`src/rtl/alu_pkg.sv`:
```
// rtl/alu_pkg.sv - shared widths, ALU opcodes and sequencer state encoding
package alu_pkg;

    localparam int DATA_W_DEF = 8;
    localparam int OP_W_DEF   = 6;

    localparam logic [5:0] OP_ADD = 6'b100000;
    localparam logic [5:0] OP_SUB = 6'b100010;
    localparam logic [5:0] OP_AND = 6'b100100;
    localparam logic [5:0] OP_OR  = 6'b100101;
    localparam logic [5:0] OP_XOR = 6'b100110;
    localparam logic [5:0] OP_NOR = 6'b100111;
    localparam logic [5:0] OP_SRA = 6'b000011;
    localparam logic [5:0] OP_SRL = 6'b000010;

    typedef enum logic [2:0] {
        IDLE,
        GET_B,
        GET_OP,
        EXEC,
        SEND,
        WAIT_TX
    } state_t;

endpackage

```
`src/rtl/alu_op_check.sv`:
```
// rtl/alu_op_check.sv - flags whether an opcode belongs to the supported ALU set
module alu_op_check
    import alu_pkg::*;
#(
    parameter int OP_W = OP_W_DEF
) (
    input  logic [OP_W-1:0] i_op,
    output logic            o_valid
);

    always_comb begin
        o_valid = 1'b0;
        case (i_op)
            OP_W'(OP_ADD), OP_W'(OP_SUB), OP_W'(OP_AND), OP_W'(OP_OR),
            OP_W'(OP_XOR), OP_W'(OP_NOR), OP_W'(OP_SRA), OP_W'(OP_SRL):
                o_valid = 1'b1;
            default:
                o_valid = 1'b0;
        endcase
    end

endmodule

```
`src/rtl/alu_uart_sequencer.sv`:
```
// rtl/alu_uart_sequencer.sv - collects A, B, opcode from UART rx, runs the ALU, sends the result byte
module alu_uart_sequencer
    import alu_pkg::*;
#(
    parameter int DATA_W         = DATA_W_DEF,
    parameter int OP_W           = OP_W_DEF,
    parameter int TIMEOUT_CYCLES = 50_000_000,
    parameter int VALIDATE_OP    = 1
) (
    input  logic              i_clk,
    input  logic              i_reset,
    input  logic              i_rx_done,
    input  logic [DATA_W-1:0] i_rx_data,
    input  logic              i_tx_done,
    output logic              o_tx_start,
    output logic [DATA_W-1:0] o_tx_data,
    output logic [DATA_W-1:0] o_alu_a,
    output logic [DATA_W-1:0] o_alu_b,
    output logic [OP_W-1:0]   o_alu_op,
    input  logic [DATA_W-1:0] i_alu_result,
    output logic              o_busy,
    output logic              o_err,
    output logic              o_drop
);

    localparam int CNT_W = (TIMEOUT_CYCLES > 2) ? $clog2(TIMEOUT_CYCLES) : 1;

    state_t           r_state;
    state_t           w_next;
    logic [CNT_W-1:0] r_cnt;
    logic             w_op_valid;
    logic             w_waiting;
    logic             w_expire;

    generate
        if (VALIDATE_OP != 0) begin : g_check
            alu_op_check #(.OP_W(OP_W)) u_op_check (
                .i_op    (o_alu_op),
                .o_valid (w_op_valid)
            );
        end else begin : g_nocheck
            assign w_op_valid = 1'b1;
        end
    endgenerate

    // A byte arriving on the expiry cycle takes priority over the timeout.
    assign w_waiting = (r_state == GET_B) || (r_state == GET_OP);
    assign w_expire  = w_waiting && !i_rx_done && (r_cnt == CNT_W'(TIMEOUT_CYCLES - 1));

    always_comb begin
        w_next = r_state;
        case (r_state)
            IDLE:    if (i_rx_done) w_next = GET_B;
            GET_B:   if (i_rx_done) w_next = GET_OP;
                     else if (w_expire) w_next = IDLE;
            GET_OP:  if (i_rx_done) w_next = EXEC;
                     else if (w_expire) w_next = IDLE;
            EXEC:    w_next = w_op_valid ? SEND : IDLE;
            SEND:    w_next = WAIT_TX;
            WAIT_TX: if (i_tx_done) w_next = IDLE;
            default: w_next = IDLE;
        endcase
    end

    always_ff @(posedge i_clk) begin
        if (i_reset) begin
            r_state   <= IDLE;
            r_cnt     <= '0;
            o_alu_a   <= '0;
            o_alu_b   <= '0;
            o_alu_op  <= '0;
            o_tx_data <= '0;
        end else begin
            r_state <= w_next;
            if (w_waiting && !i_rx_done && !w_expire)
                r_cnt <= r_cnt + CNT_W'(1);
            else
                r_cnt <= '0;
            if (i_rx_done) begin
                case (r_state)
                    IDLE:    o_alu_a  <= i_rx_data;
                    GET_B:   o_alu_b  <= i_rx_data;
                    GET_OP:  o_alu_op <= i_rx_data[OP_W-1:0];
                    default: ;
                endcase
            end
            if (r_state == EXEC && w_op_valid)
                o_tx_data <= i_alu_result;
        end
    end

    assign o_busy     = (r_state != IDLE);
    assign o_tx_start = (r_state == SEND);
    assign o_err      = ((r_state == EXEC) && !w_op_valid) || w_expire;
    assign o_drop     = i_rx_done && ((r_state == EXEC) || (r_state == SEND) || (r_state == WAIT_TX));

endmodule
```
`config.mk`:
```
export PLATFORM = sky130hd
export DESIGN_NAME = alu_uart_sequencer
export DESIGN_NICKNAME = d
export VERILOG_FILES = /design/src/rtl/alu_pkg.sv /design/src/rtl/alu_op_check.sv /design/src/rtl/alu_uart_sequencer.sv
export SDC_FILE = /design/constraint.sdc
export NUM_CORES = 1
export LEC_CHECK = 0
export ABC_AREA = 1
export BUFFER_PORTS_ARGS = -buffer_cell sky130_fd_sc_hd__buf_2
export CAP_MARGIN = 20
export CORE_MARGIN = 2
export CORE_UTILIZATION = 40
export CTS_CLUSTER_DIAMETER = 150
export CTS_CLUSTER_SIZE = 14
export DETAILED_ROUTE_END_ITERATION = 10
export GPL_ROUTABILITY_DRIVEN = 0
export HOLD_SLACK_MARGIN = 0.05
export PLACE_DENSITY_LB_ADDON = 0.08
export RECOVER_POWER = 100
export SKIP_LAST_GASP = 1
export SYNTH_ARGS = -nofsm -noshare
export SYNTH_HDL_FRONTEND = slang
export SYNTH_SLANG_ARGS = --single-unit
export TNS_END_PERCENT = 100
```
`constraint.sdc`:
```
create_clock -name i_clk -period 3.09 [get_ports i_clk]
set_input_delay 0.1545 -clock i_clk [delete_from_list [all_inputs] [get_ports i_clk]]
set_output_delay 0.1545 -clock i_clk [all_outputs]
set_load 0.05 [all_outputs]
```
== After elaboration in Yosys (flattened, before gate mapping) ==
Index checks and enable logic that the tools add are counted.

* Flip-flop bits (word level): 59
* Input port bits: 20

* $add $sub $neg: 1
* Equality and inequality tests: 16
* Mux-type cells: 8
* Bitwise logic cells: 1
* Reductions and logical operators: 21

{| class="wikitable"
|+ Operator list
! operator !! number
|-
| == test 6 bit (second input constant) || 6
|-
| adder 26 x 1 -> 26 bit (second input constant) || 1
|-
| == test 26 bit (second input constant) || 1
|-
| two-way mux 3 bit || 6
|-
| one-hot mux 3 bit (6 select lines) || 1
|-
| == test 6 x 2 -> 1 bit (second input constant) || 2
|-
| AND reduction 2 bit || 4
|-
| OR reduction 8 bit || 1
|-
| == test 3 x 2 -> 1 bit (second input constant) || 2
|-
| == test 3 bit (second input constant) || 2
|-
| logical AND 1 bit || 6
|-
| logical OR 1 bit || 4
|-
| inequality test 2 bit (second input constant) || 2
|-
| == test 3 x 1 -> 1 bit (second input constant) || 1
|-
| zero test 1 bit || 3
|-
| zero test 3 bit || 1
|-
| nonzero test 3 bit || 1
|-
| OR reduction 2 bit || 1
|-
| two-way mux 1 bit || 1
|-
| inverter 1 bit || 1
|}

== Depth between registers and ports, before layout ==
Gate-level depths: netlist of the first run.

* Word-level depth: 8
* Mapped depth: 9
* Depth with buffers taken out: 8

== Cells and area by module ==
From an unflattened synthesis of the first run, not the netlist that was laid out.

* Cells, all modules: 385
* Area total of the unflattened synthesis: 2715.1 sq um

{| class="wikitable"
|+ Modules (own cells, without submodules)
! module !! times used !! cells each !! area an instance (sq um) !! sequential area each (sq um)
|-
| alu_uart_sequencer || 1 || 379 || 2685.1 || 1181.1
|-
| alu_op_check || 1 || 6 || 30.0 || 0.0
|}

== Worst setup path after synthesis of the first run ==
No wires, ideal clock.

* Kind: register to register
* Start: reg r_state[2]
* End: reg r_state[2]
* Data arrival time: 1832 ps
* Required time: 3020 ps
* Slack: 1188 ps
* Cell stages (with the launch flop): 5
* Clock period less this slack: 1902 ps
* Cell sequence: dfxtp_1 > inv_2 > nor3_1 > nor2_1 > a21oi_1

* Elaborated cells between the ends (all ways): 16
* Those cells by class: 7 x eq/ne; 4 x mux; 5 x reduce/logical

{| class="wikitable"
|+ RTL lines
! item !! RTL line !! RTL
|-
| start, declared || alu_uart_sequencer.sv:28 || <nowiki>state_t r_state;</nowiki>
|-
| start signal, assigned || alu_uart_sequencer.sv:74 || <nowiki>r_state <= w_next;</nowiki>
|-
| == test 3 bit || - ||
|-
| net o_tx_start || alu_uart_sequencer.sv:15 || <nowiki>output logic o_tx_start,</nowiki>
|-
| one-hot mux 3 bit (6 select lines) || alu_uart_sequencer.sv:52 || <nowiki>case (r_state)</nowiki>
|}

The timed path passes the listed nets, and every way through them passes these cells.
A chain may end at the register's enable or synchronous reset.

== Final worst setup path of the first run ==
* Start: reg r_cnt[0]
* End: out o_err

* Longest elaborated chain between the ends: 3

{| class="wikitable"
|+ Ends and longest elaborated chain
! item !! RTL line !! RTL
|-
| start, declared || alu_uart_sequencer.sv:30 || <nowiki>logic [CNT_W-1:0] r_cnt;</nowiki>
|-
| start signal, assigned || alu_uart_sequencer.sv:76 || <nowiki>r_cnt <= r_cnt + CNT_W'(1);</nowiki>
|-
| == test 26 bit || alu_uart_sequencer.sv:48 || <nowiki>assign w_expire = w_waiting && !i_rx_done && (r_cnt == CNT_W'(TIMEOUT_CYCLES - 1));</nowiki>
|-
| logical AND 1 bit || alu_uart_sequencer.sv:48 ||
|-
| logical OR 1 bit || alu_uart_sequencer.sv:94 || <nowiki>assign o_err = ((r_state == EXEC) && !w_op_valid) || w_expire;</nowiki>
|-
| end, declared || alu_uart_sequencer.sv:22 || <nowiki>output logic o_err,</nowiki>
|}

Every way passes these cells.

==> run metrics, run 1 <==
Hold Startpoint=i_rx_data[6]; port bufs=53; CTS Buf Count=9; chip height=86.9 µm; Post-Syn Area per Cell=7.14 µm²; routed len/inst=12.5 µm; WL met3=357 µm; Setup violations, final=0; final slew viol count=0; number of global-route vias before repair=2418; DRC=0; initial drt markers=114; total track usage=19.0%; Critical Path RT=2.94 ns; Critical path origin=r_cnt[0]; CTS resizes=0; fin crit period=2.23 ns; register area=0.00118 mm²; num rows=30; I/O pin total=54; initial core utilization=40.9%; first-pass GRT wire length=11200 µm; status=completed; period utilization=72.3%; Setup crit end kind=output port; asr flop ratio synth=0%; Longest Clk Path Bufs=2; RSZ-0062 raised after global routing=false; crit path launch type=register; Worst Hold Class=primary input to register; Clk Latency, worst-skew pair=0.34 ns; largest net degree at the start of global routing=31; Cell Pwr Density=550 mW/mm²; Routed Wire Length=6710 µm; FF-to-FF Start=r_cnt[0]; Mapped Cells=385; Core Area=0.00672 mm²; ant diodes=0; Mapped Area=0.00275 mm²; Lkg Pwr=1.17 nW; Die W=86.9 µm; area taken by multi-input logic gates=0.00129 mm²; commonest non-fill, non-tap cells in the layout=83 x nor2_1, 65 x nand2_1, 59 x dfxtp_1, 41 x inv_1, 37 x o21ai_0; grt total ovfl=0; WP data arrival=2.08 ns; top_reg_cell synth=dfxtp_1; met2 WL=3140 µm; Routed Antenna Nets=0; HPWL after detailed placement=4880 µm; Final Skew=0.00680 ns; post-synth cell types=29; Clk Tree Root Cell=clkbuf_8; clock-pin slew on the worst setup and hold paths=0.07 ns; fmax=0.448 GHz; Filler Cells Inserted=707; via count=2623; initial antenna violation count=0; maximum fanout along the worst path=6; clock sinks=59; met1 wire length=3080 µm; die area=0.00755 mm²; synth warn=0; peak supply drop=0.356 mV; drt pass-1 iters=6; area grow syn2layout=20.2%; commonest non-fill, non-tap cell in the layout=nor2_1; share of layout cells above drive strength 1=10.5%; Post-synth EDFFs=0; syn nets=406; Synth Register Bits=59; Crit Path Class=register to output port; final net count=473; htree depth=3; final worst slack=0.856 ns; CTS tree=built; final hold vios=0; worst-margin pin slew=0.633 ns; Fin Setup TNS=0 ns; Setup WS pre-CTS=1.40 ns; Slew Limit Headroom=58.0%; max-cap violations=0; DR vias/cell=4.88; highest routing layer actually used=met4; register area share after synthesis=42.9%
-- stage by stage --
| step | total power [W] | utilization, % | instance area [µm²] | hold WS [ns] | instances |
|---|---|---|---|---|---|
| finish | 0.00182 | 49.2 | 3310 | 0.0608 | 537 |
| global route | 0.00189 | 49.2 | 3310 | 0.0941 | 537 |
| CTS | 0.00185 | 50.8 | 3410 | 0.0502 | 537 |
| detailed placement | 0.000977 | 45.8 | 3070 | 0.377 | 511 |
| global placement | 0.000977 | 45.8 | 3070 | 0.373 | 511 |
| floorplan | 0.000931 | - | 2750 | 0.224 | 385 |
-- synthesized netlist by cell type, types with 2 or more instances --
master | n | share of area [%]
nand3b_1 | 4 | 1.1
a21oi_1 | 21 | 3.8
nor3b_1 | 3 | 0.82
nand2_2 | 2 | 0.45
buf_2 | 3 | 0.55
inv_1 | 41 | 5.6
buf_6 | 2 | 0.82
nand3_1 | 16 | 2.9
a21oi_2 | 12 | 3.8
inv_2 | 3 | 0.41
nand4_1 | 7 | 1.6
clkbuf_1 | 3 | 0.41
nor2_1 | 78 | 11
o21ai_0 | 37 | 6.7
nor2_2 | 4 | 0.91
nor2_4 | 2 | 0.82
nor3_2 | 2 | 0.73
nor3_1 | 10 | 1.8
nand2_1 | 64 | 8.7
xnor2_1 | 4 | 1.3
dfxtp_1 | 59 | 43
-- routing by layer --
metal / global-route usage, % / vias to the layer above
li1: - / 1379
met1: 23.7 / 1171
met2: 30.6 / 63
met3: 4.55 / 10
met4: 9.38 / 0
met5: 0 / -
-- cells by family (layout without fill, tap and decap cells) --
group / Yosys count / count (layout) / share of synthesized area, %
adder cells (fa/ha/maj): 1 / 1 / 0.455
AO/OA/AOI/OAI: 72 / 72 / 15.2
AND/OR/NAND/NOR: 196 / 196 / 32.0
flip-flops: 59 / 59 / 42.9
XOR/XNOR: 5 / 5 / 1.59
buffers and inverters: 52 / 124 / 7.78
-- layout make-up --
class / instances / share of cell area [%]
clock inverter: 7 / 3.52
clock buffer: 9 / 3.75
sequential: 59 / 35.7
tap: 80 / 3.03
multi-input combinational: 274 / 38.9
inverter: 44 / 5.00
timing repair buffer: 64 / 10.0
-- timing repair --
action,4_1_cts,5_1_grt
hold buffers,10,0
buffers inserted,0,0
hold endpoints to repair,12,0
endpoints found under the setup margin,0,0
-- critical path, stage by stage, from the launching register on --
cell and delay (ns):
dfxtp_1 0.41, ha_1 0.19, nand2_1 0.10, nor2_1 0.32
inv_1 0.10, nor2_1 0.15, nand3_1 0.13, nand2_1 0.09
buf_2 0.26
-- state kept, by name (all words and copies together) (netlist names) --
name and cells:
r_cnt 26, o_tx_data 8, r_state 3, o_alu_b 8, o_alu_a 8, o_alu_op 6
-- path summary, 6_finish.rpt --
| check | endpoint | slack [ns] | cells past startpoint |
|---|---|---|---|
| setup / recovery | o_err | 0.86 | 8 |
| hold / removal | o_alu_b[6] | 0.06 | 3 |
| setup reg to reg | r_cnt[22] | 1.26 | 8 |
| hold reg to reg | o_alu_a[4] | 0.45 | 2 |
-- report_power, final --
group          total (W)  switching (W)  internal, W
sequential      0.000793      0.0000124     0.000780
combinational   0.000168       0.000126    0.0000429
clock           0.000858       0.000324     0.000534
No activity file was read; power rests on OpenSTA's default activity.
==> run 2, diff against run 1 <==
- ABC_AREA: 1 -> 0
- clock period: 3.09 -> 1.9 ns (I/O delays scaled with it)
==> run 2 against run 1 <==
Effect of this change: the flow now finishes with violations (negative setup slack); clock power rose by 52%; die area fell by 3.4%; combinational power rose by 65%; total power rose by 57%; first-iteration DRC count rose by 1.8%; cell area rose by 5.8%; global-route usage rose by 1.1 points; sequential cell count did not move; critical path type is now register to register; critical endpoint is now r_cnt[4].
==> run metrics, run 2 <==
register area=0.00119 mm²; final net count=426; Clk network pwr share=45.5%; share of layout cells above drive strength 1=18.3%; final core occ=54.8%; Cell Pwr Density=817 mW/mm²; FF-to-FF path depth=6; htree depth=3; failing checks=negative setup slack; Slew Limit Headroom=28.4%; Post-DP Area=0.00307 mm²; Final Cell Area=0.00350 mm²; largest net degree at the start of global routing=34; Routed Wire Length=7220 µm; Setup violations, final=6; ant diodes=0; initial core utilization=41.5%; area taken by multi-input logic gates=0.00140 mm²; CP max stage delay=0.43 ns; P_sw=0.000762 W; Mapped Cells=317; cell accounting for the most synthesized area=dfxtp_1; Routed Antenna Nets=0; Clk Tree Root Cell=clkbuf_8; I/O pin total=54; Net Sw Frac=26.6%; final slew viol count=0; Critical Path RT=2.14 ns; HPWL after detailed placement=4650 µm; crit path launch type=register; first-pass GRT wire length=11600 µm; DR vias/cell=5.44; routed len/inst=14.8 µm; final worst slack=-0.0288 ns; Clk Latency, worst-skew pair=0.34 ns; initial antenna violation count=0; Hold Startpoint=i_rx_done; Mapped Area=0.00265 mm²; register area share after synthesis=44.5%; Die W=85.4 µm; hold depth=3; post-synth cell types=45; P_int=0.00210 W; Post-synth EDFFs=0; Final Skew=0.00454 ns; Seq pwr share=44.8%; number of global-route vias before repair=2395; Crit Path Class=register to register; r2r endpoint=r_cnt[4]; grt total ovfl=0; peak supply drop=0.474 mV; num rows=29; status=finished, violations left; CTS Buf Count=9; clock-pin slew on the worst setup and hold paths=0.07 ns; port bufs=53; drt pass-1 iters=4; hold endpoint=r_state[1]; Lkg Pwr=1.19 nW; max-cap violations=0; crit-path cells=nand4_1, buf_4, or4_1, o21ai_2, clkdlybuf4s15_2, nor2_1; Slowest cell on crit path=or4_1; fin crit period=1.93 ns; Synth top area share=44.5%; worst-margin pin slew=1.07 ns; total track usage=20.1%; Synth Register Bits=59; DRC=0; Setup crit end kind=register; die area=0.00730 mm²; maximum fanout along the worst path=5; max FFs per register=26; commonest non-fill, non-tap cell in the layout=dfxtp_1; final hold vios=0; via count=2651; clock sinks=59; FF-to-FF Start=r_cnt[13]; top cells by area, synth=dfxtp_1 45%, a21oi_1 7.4%, nand2_1 6.4%; top-count cell post-synth=dfxtp_1; syn nets=338; initial drt markers=116; FF-to-FF setup slack=-0.03 ns; Core Area=0.00639 mm²; Synth top cells by count=59 x dfxtp_1, 45 x nand2_1, 39 x a21oi_1; RSZ-0062 raised after global routing=true; Worst Hold Class=primary input to register; Reg with most FFs=r_cnt; commonest non-fill, non-tap cells in the layout=54 x dfxtp_1, 45 x nand2_1, 38 x a21oi_1, 33 x clkbuf_1, 29 x nor2_1; fmax=0.518 GHz; Post-Syn Area per Cell=8.37 µm²; period utilization=102%; synth warn=0; Filler Cells Inserted=624; asr flop ratio synth=0%; WP data arrival=2.17 ns; CTS tree=built; Longest Clk Path Bufs=2; top_reg_cell synth=dfxtp_1; combinational cell fraction of total power=9.7%; chip height=85.4 µm; area grow syn2layout=31.9%
## run 2: cell families (layout without fill, tap and decap cells)
family	Yosys count	after routing	share of synthesized area (%)
AOI/OAI and AO/OA	69	69	15.2
and+or+nand+nor	149	149	29.8
adders and majority gates	1	1	0.472
xor gates and xnor gates	13	13	4.29
DFF	59	59	44.5
buffers and inverters	20	113	3.40
muxes	6	6	2.26
## run 2: repair_timing
| item | 4_1_cts | 5_1_grt |
|---|---|---|
| endpoints found under the hold margin | 30 | 0 |
| setup buffers | 4 | 2 |
| cloned | 0 | 1 |
| hold buffers | 16 | 0 |
| endpoints found under the setup margin | 2 | 19 |
| pin swaps | 7 | 3 |
| resized for setup | 10 | 4 |
## run 2: worst max path at each step
| stage | start | end | slack, ns | cells after the start |
|---|---|---|---|---|
| 3_5_place_dp | r_cnt[0] | r_cnt[18] | 0.04 | 5 |
| 5_1_grt | r_cnt[17] | o_err | -0.11 | 5 |
| 2_1_floorplan | o_alu_op[0] | o_err | -0.11 | 4 |
| 4_1_cts | r_cnt[1] | o_err | -0.03 | 6 |
| 3_3_place_gp | r_cnt[0] | r_cnt[18] | 0.07 | 5 |
| 6_report | r_cnt[13] | r_cnt[4] | -0.03 | 6 |
## run 2: per-layer routing
metal	vias to the layer above	routed length, µm	track usage, %
met2	45	3270	29.9
li1	1322	-	-
met1	1275	3640	27.8
met5	-	0	0
met4	0	80	8.23
met3	9	233	5.06
## run 2: per-stage QoR
stage	total power, W	std cells	TNS [ns]	hold WS (ns)	setup slack [ns]
floorplan	0.00148	317	-0.112	0.231	-0.112
global route	0.00296	487	-0.922	0.0718	-0.112
global placement	0.00156	448	0	0.348	0.0725
finish	0.00286	487	-0.121	0.0651	-0.0288
detailed placement	0.00157	448	0	0.352	0.0384
CTS	0.00289	484	-0.0338	0.0590	-0.0338
## run 2: critical path, delay by kind of cell (launching register included)
family | cells | cell delay, ns
AOI/OAI and AO/OA | 1 | 0.23
buffers and inverters | 2 | 0.51
DFF | 1 | 0.40
and+or+nand+nor | 3 | 0.69
## run 2: area by class of cell
cell class	instances	share of cell area, %
Multi-Input combinational cell	238	40.1
Clock buffer	9	3.54
Timing Repair Buffer	94	16.5
Sequential cell	59	33.9
Clock inverter	7	2.90
Tap cell	77	2.75
Inverter	3	0.322
## run 2: power by group through the flow
stage | Combinational [W] | Clock, W | Sequential (W)
2_1_floorplan | 0.000104 | 0 | 0.00138
3_3_place_gp | 0.000256 | 0 | 0.00131
3_5_place_dp | 0.000257 | 0 | 0.00131
4_1_cts | 0.000284 | 0.00133 | 0.00128
5_1_grt | 0.000301 | 0.00137 | 0.00128
6_report | 0.000278 | 0.00130 | 0.00128
==> run 3, diff against run 2 <==
- CELL_PAD_IN_SITES_DETAIL_PLACEMENT: default -> 1
- CELL_PAD_IN_SITES_GLOBAL_PLACEMENT: default -> 1
- CORE_UTILIZATION: 40 -> 36
- REMOVE_ABC_BUFFERS: default -> 1
==> run 3 against run 2 <==
Effect of this change: the run still ends with negative setup slack left; largest cell class unchanged; combinational power hardly changed; worst setup slack lost 0.014 ns; sequential cell count did not move; largest power group is now registers; clock skew increased by 0.0077 ns; die area is 11% higher; total power is 8.9% lower; critical endpoint is now o_err; sequential share of layout area is 0.21 points lower; clock-buffer cell count rose by 1.
==> run metrics, run 3 (synthesis results as in run 2) <==
initial antenna violation count=0; number of global-route vias before repair=2689; HPWL after detailed placement=5290 µm; peak supply drop=0.403 mV; period utilization=102%; Routed Wire Length=7850 µm; Reg with most FFs=r_cnt; clock-pin slew on the worst setup and hold paths=0.07 ns; grt total ovfl=0; htree depth=3; family with the most delay on the worst path=simple AND/OR/NAND/NOR gates; share of layout cells above drive strength 1=21.5%; Lkg Pwr=1.21 nW; Final Skew=0.0122 ns; max-cap violations=0; final core occ=49.7%; fin crit period=1.94 ns; CTS tree=built; Setup crit end kind=output port; Clk Latency, worst-skew pair=0.34 ns; RSZ-0062 raised after global routing=true; initial core utilization=37.0%; CTS Buf Count=9; clock sinks=59; CP max stage delay=0.35 ns; initial drt markers=49; Cell Pwr Density=731 mW/mm²; final slew viol count=0; crit path buf inv count=2; maximum fanout along the worst path=4; largest net degree at the start of global routing=34; crit-path cells=nor4_4, buf_4, and4b_1, o211ai_1, a21oi_2, buf_6; Routed Antenna Nets=0; Crit Path Class=register to output port; num rows=31; Slew Limit Headroom=58.7%; max FFs per register=26; final net count=430; final hold vios=0; worst-margin pin slew=0.622 ns; ant diodes=0; DRC=0; routed len/inst=15.3 µm; commonest non-fill, non-tap cells in the layout=48 x dfxtp_1, 45 x nand2_1, 38 x a21oi_1, 31 x clkbuf_1, 29 x nor2_1; Final Cell Area=0.00356 mm²; fmax=0.515 GHz; die area=0.00807 mm²; chip height=89.8 µm; Clk Tree Root Cell=clkbuf_8; drt pass-1 iters=4; total track usage=19.6%; first-pass GRT wire length=13000 µm; via count=2671; Critical Path RT=1.80 ns; Slowest cell on crit path=dfxtp_2; area grow syn2layout=34.4%; port bufs=53; final worst slack=-0.0424 ns; Longest Clk Path Bufs=2; commonest non-fill, non-tap cell in the layout=dfxtp_1; Core Area=0.00718 mm²; I/O pin total=54; crit path launch type=register; Die W=89.8 µm; WP data arrival=1.85 ns; Worst Hold Class=primary input to register; Post-DP Area=0.00313 mm²; DR vias/cell=5.21; failing checks=negative setup slack; status=finished, violations left; Setup violations, final=1
## run 3: path summary, 6_finish.rpt
path	depth (start not counted)	endpoint	from	slack, ns
worst max-delay path	6	o_err	r_cnt[9]	-0.04
worst min-delay path	3	r_state[1]	i_rx_done	0.07
worst max register to register	4	r_cnt[21]	r_cnt[11]	0.09
worst min register to register	2	o_alu_a[7]	o_alu_a[7]	0.46
## run 3: through the flow
step	instances	setup TNS (ns)	hold WS, ns	total power (W)	setup WS, ns
3_5_place_dp	473	0	0.354	0.00157	0.00204
4_1_cts	507	-0.0723	0.0637	0.00264	-0.0720
3_3_place_gp	473	0	0.350	0.00156	0.0166
6_report	513	-0.0424	0.0654	0.00260	-0.0424
2_1_floorplan	300	-10.15	0.164	0.00146	-0.417
5_1_grt	513	-0.128	0.0883	0.00270	-0.128
## run 3: worst min-delay path: stages
cell      delay (ns)
buf_2           0.14
nand2_1         0.06
a211oi_1        0.06
## run 3: what timing repair did
| action | in CTS | in global routing |
|---|---|---|
| hold endpoints to repair | 27 | 0 |
| pin swaps | 5 | 8 |
| hold buffers | 16 | 0 |
| setup buffers | 2 | 6 |
| gates resized for setup | 11 | 13 |
| setup endpoints to repair | 1 | 11 |
## run 3: report_power, final
| part | switching, W | internal [W] | total (W) |
|---|---|---|---|
| combinational | 0.000186 | 0.0000908 | 0.000277 |
| sequential | 0.0000238 | 0.00126 | 0.00128 |
| clock | 0.000542 | 0.000505 | 0.00105 |
## run 3: routing by layer
metal  global-route usage (%)  part of all wire, %  vias up
met3                     3.60                  2.9        9
met4                     7.69                  1.3        0
li1                         -                    -     1329
met1                     23.5                   45     1289
met5                        0                    0        -
met2                     34.8                   51       44
## run 3: area by class of cell
cell class / instances / area, µm²
Fill cell: 883 / 3610
Clock buffer: 10 / 138
Tap cell: 99 / 124
Inverter: 3 / 11.3
Sequential cell: 59 / 1200
Timing Repair Buffer: 98 / 618
Clock inverter: 6 / 41.3
Multi-Input combinational cell: 238 / 1430
